$ cat src/rtl/display_scheduler.sv
// display_scheduler: round-robins four 32-bit sources onto three
// active-low 7-segment digits through a sequential double-dabble converter.
module display_scheduler #(
    parameter int DWELL_CYCLES = 50_000_000
) (
    input  logic         clk,
    input  logic         rst,
    input  logic [127:0] src_vals,
    input  logic [3:0]   src_valid,
    input  logic         hold,
    input  logic         manual_en,
    input  logic [1:0]   manual_sel,
    output logic [20:0]  seven_Segs,
    output logic [1:0]   src_idx,
    output logic         busy,
    output logic         ovf
);
    localparam int DW = $clog2(DWELL_CYCLES + 1);
    localparam logic [DW-1:0] DTERM = DW'(DWELL_CYCLES - 1);
    localparam logic [20:0] BLANK = 21'h1FFFFF;
    localparam logic [20:0] DASHES = {3{7'b0111111}};

    typedef enum logic [2:0] {
        SELECT,
        LOAD,
        SHIFT,
        UPDATE,
        DWELL
    } state_t;

    state_t        state;
    logic [1:0]    last;
    logic [1:0]    sel;
    logic [9:0]    val;
    logic          ovf_pend;
    logic [11:0]   bcd;
    logic [3:0]    cnt;
    logic [DW-1:0] dcnt;

    logic          found;
    logic [1:0]    nxt;
    logic [1:0]    cand;
    logic [11:0]   adj;
    logic [31:0]   cur;

    function automatic logic [6:0] seg(input logic [3:0] d);
        case (d)
            4'd0:    seg = 7'b1000000;
            4'd1:    seg = 7'b1111001;
            4'd2:    seg = 7'b0100100;
            4'd3:    seg = 7'b0110000;
            4'd4:    seg = 7'b0011001;
            4'd5:    seg = 7'b0010010;
            4'd6:    seg = 7'b0000010;
            4'd7:    seg = 7'b1111000;
            4'd8:    seg = 7'b0000000;
            4'd9:    seg = 7'b0011000;
            default: seg = 7'b1111111;
        endcase
    endfunction

    // Next enabled source after last; nearest offset wins
    always_comb begin
        found = 1'b0;
        nxt   = last;
        cand  = '0;
        for (int k = 4; k >= 1; k--) begin
            cand = last + 2'(k);
            if (src_valid[cand]) begin
                found = 1'b1;
                nxt   = cand;
            end
        end
    end

    // Selected source word and add-3 correction of each BCD nibble
    always_comb begin
        cur = src_vals[{sel, 5'd0} +: 32];
        adj = bcd;
        for (int d = 0; d < 3; d++) begin
            if (bcd[4*d +: 4] >= 4'd5)
                adj[4*d +: 4] = bcd[4*d +: 4] + 4'd3;
        end
    end

    // Scheduler FSM with conversion engine and registered outputs
    always_ff @(posedge clk) begin
        if (rst) begin
            state      <= SELECT;
            last       <= 2'd3;
            sel        <= '0;
            val        <= '0;
            ovf_pend   <= 1'b0;
            bcd        <= '0;
            cnt        <= '0;
            dcnt       <= '0;
            seven_Segs <= BLANK;
            src_idx    <= '0;
            busy       <= 1'b0;
            ovf        <= 1'b0;
        end else begin
            unique case (state)
                SELECT: begin
                    if (manual_en) begin
                        sel   <= manual_sel;
                        busy  <= 1'b1;
                        state <= LOAD;
                    end else if (found) begin
                        sel   <= nxt;
                        busy  <= 1'b1;
                        state <= LOAD;
                    end else begin
                        seven_Segs <= BLANK;
                        ovf        <= 1'b0;
                    end
                end
                LOAD: begin
                    val      <= cur[9:0];
                    ovf_pend <= (cur > 32'd999);
                    bcd      <= '0;
                    cnt      <= '0;
                    state    <= SHIFT;
                end
                SHIFT: begin
                    {bcd, val} <= {adj[10:0], val, 1'b0};
                    cnt        <= cnt + 4'd1;
                    if (cnt == 4'd9)
                        state <= UPDATE;
                end
                UPDATE: begin
                    seven_Segs <= ovf_pend ? DASHES :
                                  {seg(bcd[11:8]), seg(bcd[7:4]), seg(bcd[3:0])};
                    src_idx    <= sel;
                    ovf        <= ovf_pend;
                    last       <= sel;
                    busy       <= 1'b0;
                    dcnt       <= '0;
                    state      <= DWELL;
                end
                DWELL: begin
                    if (manual_en && manual_sel != src_idx) begin
                        dcnt  <= '0;
                        state <= SELECT;
                    end else if (!hold) begin
                        if (dcnt == DTERM) begin
                            dcnt  <= '0;
                            state <= SELECT;
                        end else begin
                            dcnt <= dcnt + DW'(1);
                        end
                    end
                end
                default: state <= SELECT;
            endcase
        end
    end
endmodule
$ cat config.mk
export PLATFORM = sky130hd
export DESIGN_NAME = display_scheduler
export DESIGN_NICKNAME = d
export VERILOG_FILES = /design/src/rtl/display_scheduler.sv
export SDC_FILE = /design/constraint.sdc
export NUM_CORES = 1
export LEC_CHECK = 0
export CAP_MARGIN = 0
export CORE_MARGIN = 8
export CORE_UTILIZATION = 25
export DETAILED_ROUTE_END_ITERATION = 10
export PLACE_DENSITY_LB_ADDON = 0.05
export SYNTH_ARGS = -nofsm -noshare
export SYNTH_HDL_FRONTEND = slang
export SYNTH_SLANG_ARGS = --single-unit
export TNS_END_PERCENT = 1
$ cat constraint.sdc
create_clock -name clk -period 2.8 [get_ports clk]
set_clock_uncertainty 0.1 [all_clocks]
set_input_delay 0.84 -clock clk [delete_from_list [all_inputs] [get_ports clk]]
set_output_delay 0.84 -clock clk [all_outputs]
set_load 0.005 [all_outputs]
Yosys cells after proc, flatten, opt, wreduce, memory -nomap -nowiden. Memory sizes are Yosys's and may differ from the RTL's. A register that Yosys moved wholly into a read port is not among the register bits. Index checks and enable logic that the tools add are counted.

Memories kept: 3. Bits in read-only memories: 336. Logic and storage cells: 106. Flip-flop bits (word level): 85.

Memory list: (no name shown) (depth 16, width 7, read ports 1, clocked after memory_dff 1, write ports 0, RTL line 47) `case (d)`; (no name shown) (depth 16, width 7, read ports 1, clocked after memory_dff 1, write ports 0, RTL line 47); (no name shown) (depth 16, width 7, read ports 1, clocked after memory_dff 1, write ports 0, RTL line 47).

Multiplexer cells: 50. Shift-type cells: 1. Magnitude comparators: 8. Reductions and logical operators: 11. Equality and inequality tests: 13. Add/subtract/negate cells: 8.

Operators with widths (number): variable part select 128 x 8 -> 32 bit (1); two-way mux 26 bit (3); two-way mux 21 bit (3); one-hot mux 26 bit (2 select lines) (1); one-hot mux 21 bit (2 select lines) (1); > comparator 32 x 10 -> 1 bit, second input constant (1); two-way mux 4 bit (8); adder 26 x 1 -> 26 bit, second input constant (1); == test 26 bit, second input constant (1); one-hot mux 12 bit (2 select lines) (1); two-way mux 3 bit (7); one-hot mux 10 bit (2 select lines) (1); one-hot mux 3 bit (5 select lines) (1); greater-or-equal comparator 4 x 3 -> 1 bit, second input constant (3); less-than comparator 2 x 3 -> 1 bit, second input constant (4); two-way mux 1 bit (12); two-way mux 2 bit (5); inequality test 3 bit, second input constant (3); adder 4 x 2 -> 4 bit, second input constant (2); binary-select mux 1 bit (select 2 bit) (4); one-hot mux 4 bit (2 select lines) (1); nonzero test 2 bit (4); == test 3 x 2 -> 1 bit, second input constant (2); inequality test 2 bit, second input constant (3); 14 further kinds (18).

Longest topological paths before layout. Gate-level depths: netlist of run 1.

Word-level depth: 9. Gate-level depth with buffers: 12. Mapped depth without buffers: 12.

Worst setup path before layout of run 1. OpenSTA, ideal clock, no wires.

Kind: input port to flip-flop. From: in rst. To: reg (tool-made name). Arrival time: 2.441 ns. Data required time: 2.573 ns. Stages: 7. Setup slack: 0.132 ns. Library setup time: 0.127 ns. Path through: clkbuf_1 > buf_1 > buf_1 > nor2_1 > ha_1 > nor4_1 > a211oi_1.

RTL lines: start: declaration (RTL line 7) `input logic rst,`.

==> run_results.csv, run 1 <==
group,metric,value,unit
floorplanning,dieArea,0.02744,mm²
clocking,cts_tree,"done",
worst_hold_path,min_path_cells,2,
timing,hold_viol,0,
route,wl_per_cell,16.48,µm
timing,fmax,397.0,MHz
timing,finalMaxSlewViolations,0,
critical_path,cp.depth,10,
route,firstDrtPassIters,4,
finish,final_core_util,36.73,%
clocking,cts_sinks,106,
timing,setup_tns,0,ns
critical_path,rr_worst_depth,10,
critical_path,cp-end-kind,"register",
synth,synthTopCellsByCount,"dfxtp_1, nor2_1, nand2_1",
clocking,clk_pin_slew,0.07,ns
synth,synth_edf_count,0,
synth,yosysSeqAreaShare,37.91,%
synth,async_flop_share,0,%
worst_hold_path,hold_class,"reg2reg",
clocking,hold_buffers,0,
critical_path,cpMostUsedCell,"ha_1",
place,place_hpwl,14970,µm
place,gp_congestion,0.7861,
place,place_area,0.007734,mm²
pwr,peakVddDrop,258.8,µV
critical_path,path_class,"reg2reg",
pwr,p_per_area,450.5,mW/mm²
critical_path,path_cells,"inv_1, ha_1, nand2b_1, nor3b_1, o21ai_0, a21oi_1, buf_4, ha_1, nor4b_1, a211oi_1",
global_routing,grt_overflow,0,
synth,synth.top_cell.area_share,37.91,%
synth,synth.area.top_cells,"dfxtp_1, ha_1, nor2_1, mux4_2, xnor2_1",
clocking,clock_path_buffers,2,
critical_path,crit_fanout,5,
synth,synth_cell_types,62,
route,initialDrtViolationCount,203,
global_routing,grt_pass1_wl,29190,µm
route,antenna_left,0,
timing,rsz0062_at_grt,"false",
global_routing,antenna_found_initial,0,
critical_path,max_stage_delay,0.40,ns
finish,fillers,2234,
global_routing,gr-usage-all-layers,12.91,%
timing,worstMarginPinSlew,0.8483,ns
clocking,htreeDepth,3,
timing,relSlewSlack,43.37,%
synth,ys_warn_count,0,
synth,synth_fp_nets,803,
critical_path,cpLargestDelayFamily,"simple AND/OR/NAND/NOR gates",
clocking,cts_buffers,9,
finish,antennaDiodeCount,0,
synth,synth_most_common_cell,"dfxtp_1",
route,via_count,5280,
finish,final_nets,986,
synth,synthFlopType,"dfxtp_1",
route,avgViaCountPerCell,4.761,
place,port_buffers,162,
clocking,root_buffer,"clkbuf_16",
synth,synth_cells,641,
finish,area_growth,43.65,%
floorplanning,start_util,25.57,%
critical_path,worst_path_max_delay_cell,"dfxtp_1",
global_routing,grt_pass1_vias,5338,
synth,syn_area_per_cell,8.733,µm²
floorplanning,coreArea,0.02189,mm²
critical_path,crit_buf_inv,2,
clocking,post_cts_buffers,0,
outcome,outcome,"complete, no violations",
critical_path,arrival,2.65,ns
route,drc_errors,0,
clocking,clock_latency,0.35,ns
floorplanning,rows,54,
finish,final-seq-area,0.002122,mm²
pwr,leakage,2.857,nW
finish,drive_gt1_share,10.98,%
timing,period_share,89.95,%
critical_path,worstPathRequired,2.93,ns
global_routing,grt_start_max_net_pins,20,
finish,final_area,0.008041,mm²
synth,synth_largest_area_cell,"dfxtp_1",
timing,setup_viol,0,
critical_path,cp-start-kind,"register",
route,wirelength,18270,µm
timing,period_needed,2.519,ns
synth,syn_area,0.005598,mm²
finish,multi_input_comb_area,0.003234,mm²
clocking,ctsResizeCount,0,
floorplanning,pin_count,163,
run,cap_violations,0,
floorplanning,die_h,165.6,µm
synth,ys_ff_latch,106,
floorplanning,die_w,165.6,µm
through the flow:
step | setup WS, ns | power (mW) | hold slack (ns) | std cells
6_report | 0.2813 | 3.623 | 0.3627 | 1109
3_3_place_gp | 0.01571 | 2.364 | 0.3464 | 1093
4_1_cts | 0.2402 | 3.697 | 0.3671 | 1109
5_1_grt | 0.04356 | 3.819 | 0.3840 | 1109
3_5_place_dp | -0.04615 | 2.377 | 0.3558 | 1093
2_1_floorplan | 0.1319 | 1.987 | 0.3385 | 641
placed cells by master (no fill, tap or decap), types with 15 or more instances in the layout:
cell type,instances
ha_1,24
a21oi_1,28
nor2_1,78
o22ai_1,21
clkdlybuf4s50_1,161
o21ai_0,16
a22oi_1,15
dfxtp_1,106
nor3_1,22
nand2_1,43
buf_4,38
inv_1,27
nand2b_1,25
xnor2_1,25
nor4_1,24
layout make-up:
cell class	count	area share [%]
Inverter	29	1.354
Sequential cell	106	26.39
Clock inverter	5	0.7624
Tap cell	280	4.357
Clock buffer	11	3.019
Timing Repair Buffer	201	23.90
Multi-Input combinational cell	477	40.22
report_power, final:
group,internal [mW],leakage [nW],switching [mW]
Sequential,1.57,0.859,0.0652
Combinational,0.404,1.85,0.291
Clock,0.724,0.150,0.569
path summary, 6_finish.rpt:
check / startpoint / end / slack [ns]
worst max register to register: bcd[1] / register / 0.28
worst max-delay path: bcd[1] / register / 0.28
worst min register to register: busy / busy / 0.36
worst min-delay path: busy / busy / 0.36
kinds of logic (layout without fill, tap and decap cells):
group / count (synthesis) / in the layout / synth area share [%]
AND/OR/NAND/NOR: 263 / 263 / 24.61
AO/OA/AOI/OAI: 144 / 144 / 17.97
flip-flops: 106 / 106 / 37.91
buffers and inverters: 58 / 246 / 4.381
XOR/XNOR: 31 / 31 / 4.850
adder cells (fa/ha/maj): 24 / 24 / 5.364
multiplexers: 15 / 15 / 4.917
worst register-to-register path, stage by stage, from the launching register on:
cell	delay, ns
dfxtp_1	0.40
inv_1	0.10
ha_1	0.17
nand2b_1	0.18
nor3b_1	0.15
o21ai_0	0.35
a21oi_1	0.19
buf_4	0.18
ha_1	0.18
nor4b_1	0.31
a211oi_1	0.08
layer usage:
metal	GRT usage, %	up-vias	part of all wire, %
met1	14.64	2477	42
met3	3.857	12	5.2
met4	2.312	0	0.89
li1	-	2685	-
met2	23.55	106	52
met5	0	-	0
(Power assumes the default switching activity.)
==> run 2, diff against run 1 <==
clock period = 2.55 ns   (was 2.8 ns; I/O delays follow)
==> run 2 against run 1 <==
Compared with the run above: first-iteration DRC count is 5.9% higher; global-route usage rose by 0.099 points; sequential power rose by 9%; sequential share of layout area is 0.39 points lower; final cell count up 1.1%; critical path type is now in2reg; largest cell class unchanged.
==> run_results.csv, run 2 (same netlist as run 1, synthesis figures left out) <==
group,metric,value,unit
outcome,outcome,"complete, no violations",
route,wl_per_cell,16.45,µm
timing,worstMarginPinSlew,0.6503,ns
global_routing,grt_start_max_net_pins,33,
worst_hold_path,hold_class,"reg2reg",
clocking,htreeDepth,3,
place,place_hpwl,15060,µm
timing,setup_viol,0,
pwr,peakVddDrop,278.7,µV
timing,period_needed,2.376,ns
finish,final_common_cell,"clkdlybuf4s50_1",
critical_path,worst_path_max_delay_cell,"clkdlybuf4s50_1",
floorplanning,dieArea,0.02744,mm²
finish,area_growth,45.95,%
floorplanning,die_h,165.6,µm
critical_path,worstPathRequired,2.69,ns
floorplanning,coreArea,0.02189,mm²
global_routing,gr-usage-all-layers,13.01,%
critical_path,cpLargestDelayFamily,"buffers and inverters",
clocking,cts_tree,"done",
route,drc_errors,0,
place,dp_slack,-0.2064,ns
place,port_buffers,162,
clocking,clock_latency,0.35,ns
clocking,hold_buffers,0,
timing,period_share,93.18,%
timing,fmax,420.9,MHz
finish,antennaDiodeCount,0,
critical_path,arrival,2.52,ns
timing,finalMaxSlewViolations,0,
timing,relSlewSlack,56.65,%
finish,final_nets,998,
finish,final_cell_mix,"clkdlybuf4s50_1, dfxtp_1, nor2_1",
clocking,cts_buffers,9,
route,antenna_left,0,
route,avgViaCountPerCell,4.738,
route,via_count,5311,
place,gp_congestion,0.7924,
floorplanning,rows,54,
critical_path,cp-start-kind,"input port",
timing,hold_ws,0.3593,ns
critical_path,cp-end-kind,"register",
critical_path,max_stage_delay,0.44,ns
global_routing,grt_overflow,0,
floorplanning,die_w,165.6,µm
timing,fin_ws,0.1740,ns
timing,hold_viol,0,
run,cap_violations,0,
clocking,clock_path_buffers,2,
clocking,root_buffer,"clkbuf_16",
finish,fillers,2250,
pwr,p_per_area,500.0,mW/mm²
critical_path,path_cells,"clkdlybuf4s50_1, xnor2_1, buf_4, a211oi_4, buf_4, o21ai_4, nor4_4, xnor2_1, nor2_2",
critical_path,crit_buf_inv,3,
pwr,leakage,2.930,nW
clocking,cts_sinks,106,
critical_path,path_class,"in2reg",
route,firstDrtPassIters,4,
clocking,clk_pin_slew,0.07,ns
floorplanning,start_util,25.57,%
route,wirelength,18440,µm
global_routing,grt_pass1_vias,5521,
route,initialDrtViolationCount,215,
floorplanning,pin_count,163,
global_routing,grt_pass1_wl,29700,µm
global_routing,antenna_found_initial,0,
finish,drive_gt1_share,13.32,%
critical_path,crit_fanout,8,
==> run 2: repair_timing <==
| action | 4_1_cts | 5_1_grt |
|---|---|---|
| pin swaps | 0 | 4 |
| hold endpoints to repair | 0 | 0 |
| buffers inserted | 0 | 2 |
| endpoints found under the setup margin | 2 | 16 |
| resized for setup | 1 | 10 |
==> run 2: tightest hold or removal path, cell delays in order, from the launching register on <==
cell,delay (ns)
dfxtp_1,0.31
nand2_1,0.05
a21oi_1,0.05
==> run 2: final timing paths <==
check | from | slack, ns | to | cells past startpoint
max | manual_sel[0] | 0.17 | dcnt[20] | 9
min | busy | 0.36 | busy | 2
max reg2reg | bcd[4] | 0.21 | register | 10
min reg2reg | busy | 0.36 | busy | 2
==> run 2: metrics by stage <==
step           util, %  power [mW]  instances  area, µm²  setup TNS, ns
6_report         37.32       4.085       1121       8170              0
5_1_grt          37.32       4.303       1121       8170      -0.008627
4_1_cts          37.15       4.157       1119       8132              0
3_5_place_dp     35.67       2.630       1103       7809         -5.019
3_3_place_gp     35.67       2.617       1103       7809         -3.738
2_1_floorplan        -       2.182        641       5599              0
==> run 2: where the power goes <==
| group | switching, mW | internal [mW] | total, mW |
|---|---|---|---|
| Sequential | 0.0608 | 1.72 | 1.79 |
| Clock | 0.669 | 0.833 | 1.50 |
| Combinational | 0.338 | 0.460 | 0.798 |
==> run 2: routing by layer <==
metal  up-vias  track usage, %  wire, µm
met5         -               0         0
li1       2711               -         -
met3        11           3.644       813
met4         0           1.646        85
met2        82           23.41      9385
met1      2507           15.40      8159
==> run 2: cell type report <==
| cell class | instances | area, µm² | area share (%) |
|---|---|---|---|
| Clock inverter | 5 | 67.56 | 0.8270 |
| Multi-Input combinational cell | 477 | 3254 | 39.83 |
| Inverter | 29 | 108.9 | 1.332 |
| Clock buffer | 11 | 252.7 | 3.093 |
| Timing Repair Buffer | 213 | 2012 | 24.62 |
| Sequential cell | 106 | 2125 | 26.00 |
| Tap cell | 280 | 350.3 | 4.288 |
